--- src/rtl/pipelined_barrel_shifter_pkg.sv ---
// barrel_shifter_pkg
//   Shared types for the pipelined barrel shifter.
//   - shift_op_t      : operation encoding carried down the pipe
//   - stage_payload_t : everything one pipeline stage holds besides its valid bit
//   - stage_shift()   : power-of-two shift applied by a given stage (largest first)
//   The payload struct is sized by the PKG_* localparams below. The top-level
//   N / TAG_W parameters default to these values, so a different datapath
//   width is selected here rather than by overriding the top alone.
package barrel_shifter_pkg;

   localparam int PKG_N     = 32;
   localparam int PKG_TAG_W = 4;
   localparam int PKG_LOG2N = $clog2(PKG_N);

   typedef enum logic [1:0] {
      SH_SRL = 2'b00,
      SH_SLL = 2'b01,
      SH_SRA = 2'b10,
      SH_ROR = 2'b11
   } shift_op_t;

   // sign is the operand MSB captured on entry; arithmetic shifts fill from
   // it at every stage, so it must travel with the data rather than being
   // re-derived from partially shifted data.
   typedef struct packed {
      logic [PKG_N-1:0]     data;
      logic [PKG_LOG2N-1:0] shamt;
      shift_op_t            op;
      logic                 sign;
      logic [PKG_TAG_W-1:0] tag;
   } stage_payload_t;

   // Stage k of a log2n-deep pipe handles shift-amount bit (log2n-1-k).
   function automatic int stage_shift(input int log2n, input int k);
      return 1 << (log2n - 1 - k);
   endfunction

endpackage

--- src/rtl/pipelined_barrel_shifter_shift_stage.sv ---
// shift_stage
//   One level of the pipelined barrel shifter: a payload register with a
//   valid bit and local ready, followed by a combinational mux row that
//   applies this stage's fixed power-of-two shift when the matching bit of
//   the carried shift amount is set.
//   Optional feature: `BARREL_ROTATE_EN builds the rotate-right path; when it
//   is undefined, SH_ROR falls through to the logical right shift.
// Parameters
//   N      data width
//   TAG_W  sideband tag width
//   SHIFT  power-of-two shift amount for this stage
// Ports
//   clk, rst             clock, asynchronous active-high reset
//   up_valid / up_ready  handshake with the previous stage (or the block input)
//   down_ready           ready of the next stage (or the block consumer)
//   valid                this stage holds an operation
//   *_in                 payload offered by the previous stage
//   *_out                this stage's payload with its shift applied
module shift_stage
   import barrel_shifter_pkg::*;
#(
   parameter int N     = PKG_N,
   parameter int TAG_W = PKG_TAG_W,
   parameter int SHIFT = 1
) (
   input  logic                 clk,
   input  logic                 rst,
   input  logic                 up_valid,
   output logic                 up_ready,
   input  logic                 down_ready,
   output logic                 valid,
   input  logic [N-1:0]         data_in,
   input  logic [$clog2(N)-1:0] shamt_in,
   input  shift_op_t            op_in,
   input  logic                 sign_in,
   input  logic [TAG_W-1:0]     tag_in,
   output logic [N-1:0]         data_out,
   output logic [$clog2(N)-1:0] shamt_out,
   output shift_op_t            op_out,
   output logic                 sign_out,
   output logic [TAG_W-1:0]     tag_out
);

   localparam int SEL = $clog2(SHIFT);

   stage_payload_t stage_q;
   logic           valid_q;
   logic           local_ready;
   logic [N-1:0]   shifted;

   // An empty stage always accepts, so bubbles collapse even while the
   // consumer is stalled; a full stage only moves when downstream moves.
   assign local_ready = !valid_q || down_ready;
   assign up_ready    = local_ready;
   assign valid       = valid_q;

   // Payload/valid register. A full stage that cannot advance keeps
   // everything, which keeps the block outputs stable under backpressure.
   // Payload only loads on a real operation so bubbles do not toggle data.
   always_ff @(posedge clk or posedge rst) begin
      if (rst) begin
         valid_q <= 1'b0;
         stage_q <= '0;
      end else if (local_ready) begin
         valid_q <= up_valid;
         if (up_valid) begin
            stage_q.data  <= data_in;
            stage_q.shamt <= shamt_in;
            stage_q.op    <= op_in;
            stage_q.sign  <= sign_in;
            stage_q.tag   <= tag_in;
         end
      end
   end

   // Mux row for every mode. With all-zero data after reset each branch
   // yields zero, which is what keeps Result at 0 coming out of reset.
   always_comb begin
      shifted = stage_q.data;
      if (stage_q.shamt[SEL]) begin
         case (stage_q.op)
            SH_SLL:  shifted = stage_q.data << SHIFT;
            SH_SRA:  shifted = {{SHIFT{stage_q.sign}}, stage_q.data[N-1:SHIFT]};
`ifdef BARREL_ROTATE_EN
            SH_ROR:  shifted = {stage_q.data[SHIFT-1:0], stage_q.data[N-1:SHIFT]};
`endif
            default: shifted = stage_q.data >> SHIFT;
         endcase
      end
   end

   assign data_out  = shifted;
   assign shamt_out = stage_q.shamt;
   assign op_out    = stage_q.op;
   assign sign_out  = stage_q.sign;
   assign tag_out   = stage_q.tag;

endmodule

--- src/rtl/pipelined_barrel_shifter.sv ---
// pipelined_barrel_shifter
//   Multi-mode (SRL/SLL/SRA/ROR) barrel shifter with one register stage per
//   shift level and valid/ready handshakes on both sides. Throughput is one
//   operation per cycle; an operation accepted on edge t is presented on
//   Out_Valid after edge t+LOG2N-1.
//   Optional feature: `BARREL_ROTATE_EN enables rotate-right for Op = 11;
//   without it Op = 11 behaves exactly as SRL.
// Parameters
//   N      data width (power of two, >= 4)
//   TAG_W  sideband tag width
//   LOG2N  shift-amount width and pipeline depth (derived)
// Ports
//   Clk, Reset           clock, asynchronous active-high reset
//   In_Valid / In_Ready  input handshake (In_Ready is combinational)
//   Input, Shift_Val     operand and shift amount 0..N-1
//   Op                   00 SRL, 01 SLL, 10 SRA, 11 ROR
//   In_Tag               opaque tag returned with the result
//   Out_Valid/Out_Ready  output handshake
//   Result, Out_Tag      shifted operand and its tag
//   Zero                 Result == 0 for a valid result, else 0
module pipelined_barrel_shifter
   import barrel_shifter_pkg::*;
#(
   parameter int  N     = PKG_N,
   parameter int  TAG_W = PKG_TAG_W,
   localparam int LOG2N = $clog2(N)
) (
   input  logic             Clk,
   input  logic             Reset,
   input  logic             In_Valid,
   output logic             In_Ready,
   input  logic [N-1:0]     Input,
   input  logic [LOG2N-1:0] Shift_Val,
   input  logic [1:0]       Op,
   input  logic [TAG_W-1:0] In_Tag,
   output logic             Out_Valid,
   input  logic             Out_Ready,
   output logic [N-1:0]     Result,
   output logic [TAG_W-1:0] Out_Tag,
   output logic             Zero
);

   // Element 0 is the block input; element k+1 is what stage k presents.
   logic             valid_s [LOG2N+1];
   logic [N-1:0]     data_s  [LOG2N+1];
   logic [LOG2N-1:0] shamt_s [LOG2N+1];
   shift_op_t        op_s    [LOG2N+1];
   logic             sign_s  [LOG2N+1];
   logic [TAG_W-1:0] tag_s   [LOG2N+1];

   // Input capture: the operand MSB is taken here as the SRA fill value.
   assign valid_s[0] = In_Valid;
   assign data_s[0]  = Input;
   assign shamt_s[0] = Shift_Val;
   assign op_s[0]    = shift_op_t'(Op);
   assign sign_s[0]  = Input[N-1];
   assign tag_s[0]   = In_Tag;

   // Stage chain, largest shift first. Each stage's ready lives in its own
   // generate scope so the backward ready chain is a plain wire chain.
   for (genvar k = 0; k < LOG2N; k++) begin : g_stage
      logic up_ready;
      logic down_ready;

      if (k == LOG2N - 1) begin : g_tail
         assign down_ready = Out_Ready;
      end else begin : g_link
         assign down_ready = g_stage[k+1].up_ready;
      end

      shift_stage #(
         .N     (N),
         .TAG_W (TAG_W),
         .SHIFT (stage_shift(LOG2N, k))
      ) u_stage (
         .clk        (Clk),
         .rst        (Reset),
         .up_valid   (valid_s[k]),
         .up_ready   (up_ready),
         .down_ready (down_ready),
         .valid      (valid_s[k+1]),
         .data_in    (data_s[k]),
         .shamt_in   (shamt_s[k]),
         .op_in      (op_s[k]),
         .sign_in    (sign_s[k]),
         .tag_in     (tag_s[k]),
         .data_out   (data_s[k+1]),
         .shamt_out  (shamt_s[k+1]),
         .op_out     (op_s[k+1]),
         .sign_out   (sign_s[k+1]),
         .tag_out    (tag_s[k+1])
      );
   end

   assign In_Ready  = g_stage[0].up_ready;
   assign Out_Valid = valid_s[LOG2N];
   assign Result    = data_s[LOG2N];
   assign Out_Tag   = tag_s[LOG2N];

   // Zero is qualified by valid so an empty pipe never reports a zero result.
   assign Zero = valid_s[LOG2N] && (data_s[LOG2N] == '0);

   // Control fields leaving the last stage have no consumer.
   logic unused_tail_bits;
   assign unused_tail_bits = ^{shamt_s[LOG2N], op_s[LOG2N], sign_s[LOG2N]};

endmodule
--- config.mk ---
export PLATFORM = sky130hd
export DESIGN_NAME = pipelined_barrel_shifter
export DESIGN_NICKNAME = d
export VERILOG_FILES = /design/src/rtl/pipelined_barrel_shifter_pkg.sv /design/src/rtl/pipelined_barrel_shifter_shift_stage.sv /design/src/rtl/pipelined_barrel_shifter.sv
export SDC_FILE = /design/constraint.sdc
export NUM_CORES = 1
export LEC_CHECK = 0
export ABC_AREA = 1
export CAP_MARGIN = 10
export CORE_ASPECT_RATIO = 1.1
export CORE_UTILIZATION = 45
export CTS_CLUSTER_SIZE = 10
export DETAILED_ROUTE_END_ITERATION = 8
export PLACE_DENSITY = 0.69
export SLEW_MARGIN = 25
export SYNTH_ARGS = -nofsm -noshare
export SYNTH_HDL_FRONTEND = slang
export SYNTH_HIERARCHICAL = 1
export SYNTH_SLANG_ARGS = --single-unit
--- constraint.sdc ---
create_clock -name Clk -period 4.9 [get_ports Clk]
set_clock_uncertainty 0.2 [all_clocks]
set_input_delay 1.225 -clock Clk [delete_from_list [all_inputs] [get_ports Clk]]
set_output_delay 1.225 -clock Clk [all_outputs]
set_load 0.02 [all_outputs]
==> qor.yml <==
status: "finished with violations"
failed_checks: "DRC"
post-cts-setup-buffers: 0
post_drt_wl_per_cell_um: 12.4
fin_crit_sh: 0.923
drv_cap: 0
criticalPathCategory: "reg -> out"
initial_core_util: 0.458
slew_violations: 0
timing.hold.ws_ns: 0.274
cp_max_fo: 30
antenna_found_initial: 0
die_h_um: 182
fmax_ghz: 0.221
grt_pass1_vias: 10600
syn_nets: 1989
tightest_slew_ns: 0.987
drtIter0Drc: 637
grt_pass1_wl_um: 49300
hold_viol: 0
ys.warnings.count: 6
insertion_delay_ns: 0.52
vias: 11400
synth_area_mm2: 0.0132
clock_sinks: 215
ir_drop_v: 0.000282
syn_inst: 1932
cts_buffer_depth: 3
layout.nets: 1947
die_x_um: 165
avgSynthCellArea_um2: 6.83
path_clk_slew_ns: 0.05
drive_gt1_frac: 0.0469
final.min_clock_period_ns: 4.52
ios: 86
crit_arrival_ns: 3.10
start_kind: "flip-flop"
antenna_cells: 0
slew_headroom: 0.342
grt_max_degree: 47
core_area_mm2: 0.0288
syn2layout_area_growth_pct: 7.19
vias_per_cell: 5.05
hold_class: "reg -> reg"
hpwl_um: 20500
leakage_nw: 7.81
cts_resized: 0
rsz0062_at_grt: "no"
grt_util_all_layers: 0.193
detail_route.drc_violations: 22
cts_tree: "yes"
tns_ns: 0
cp.required_ns: 3.47
globalRouteOverflowTotal: 0
power_density_mw_per_mm2: 558
cts_made_buffers: 26
rows: 65
dr.pass1.iters: 7
place.gp.congestion: 0.905
h-tree-depth: 1
wl_um: 28100
clock-root-buffer: "clkbuf_16"
placement.io_buffers: 85
setup_viol: 0
critical_path.endpoint_type: "output port"
antenna_left: 0
cts_hold_buffers: 0
dieArea_mm2: 0.0300
## report_power, final
group | leakage (nW) | switching (mW) | internal, mW | total (mW)
sequential | 2.77 | 0.568 | 2.34 | 2.91
combinational | 4.69 | 2.20 | 1.12 | 3.32
clock | 0.347 | 0.668 | 0.985 | 1.65
## state kept, by name, indices dropped and copies added (netlist names)
| name | count |
|---|---|
| g_stage.u_stage/stage_q | 160 |
| g_stage.u_stage/tag_out | 20 |
| g_stage.u_stage/shamt_out | 15 |
| g_stage.u_stage/op_out | 10 |
| g_stage.u_stage/sign_out | 5 |
| g_stage.u_stage/valid | 5 |
## worst paths after layout
kind | depth (start not counted) | endpoint | slack (ns) | startpoint
setup / recovery | 11 | Zero | 0.38 | g_stage[4].u_stage/op_out[0]$_DFFE_PP0P_
hold / removal | 2 | g_stage[1].u_stage/shamt_out[2]$_DFFE_PP0P_ | 0.27 | g_stage[1].u_stage/shamt_out[2]$_DFFE_PP0P_
setup reg to reg | 11 | g_stage[1].u_stage/stage_q[14]$_DFFE_PP0P_ | 2.45 | g_stage[4].u_stage/valid$_DFFE_PP0P_
hold reg to reg | 2 | g_stage[1].u_stage/shamt_out[2]$_DFFE_PP0P_ | 0.27 | g_stage[1].u_stage/shamt_out[2]$_DFFE_PP0P_
max in group asynchronous | 3 | g_stage[0].u_stage/stage_q[31]$_DFFE_PP0P_ | 2.93 | Reset
min in group asynchronous | 3 | g_stage[4].u_stage/tag_out[3]$_DFFE_PP0P_ | 1.15 | Reset
## metrics by stage
step | setup WS (ns) | power, mW | instances | instance area (µm²) | utilization
floorplan | 0.191 | 5.75 | 1932 | 13200 | -
global placement | 0.519 | 6.17 | 2230 | 13400 | 0.466
detailed placement | 0.530 | 6.25 | 2230 | 13400 | 0.466
CTS | 0.356 | 7.94 | 2266 | 14100 | 0.491
global route | 0.108 | 8.59 | 2266 | 14100 | 0.491
finish | 0.377 | 7.88 | 2266 | 14100 | 0.491
## layout by cell type (no fill, tap or decap), drive strengths merged
master            n
buf              20
clkbuf           35
clkdlybuf4s50    85
clkinv            1
dfrtp           215
ha               10
inv              52
nand2          1005
nand3           343
nand4             1
nor2             32
nor3b             1
o21ai            97
or2               1
## routing by layer
metal / global-route usage / vias up / routed length (µm)
met4: 0.0650 / 0 / 761
li1: - / 5998 / -
met3: 0.0219 / 56 / 1070
met1: 0.248 / 5113 / 13000
met5: 0 / - / 0
met2: 0.332 / 272 / 13300
## final cells by class
| type | instances | area [µm²] |
|---|---|---|
| clock buffers | 35 | 706 |
| clock inverters | 1 | 8.76 |
| fillers | 2991 | 14700 |
| inverters | 52 | 203 |
| multi-input cells | 1490 | 6380 |
| flip-flops and latches | 215 | 5380 |
| well taps | 368 | 460 |
| repair buffers | 105 | 1000 |
## critical path: stages, from the launching register on
cell and delay [ns]:
dfrtp_1 0.37, inv_1 0.05, ha_1 0.31, inv_2 0.35, nand2_1 0.17, nand3_1 0.10, nand3_1 0.09, or2_0 0.22
nor2_1 0.12, nand3_1 0.08, nor2_1 0.08, clkdlybuf4s50_1 0.60
(Power assumes the default switching activity.)
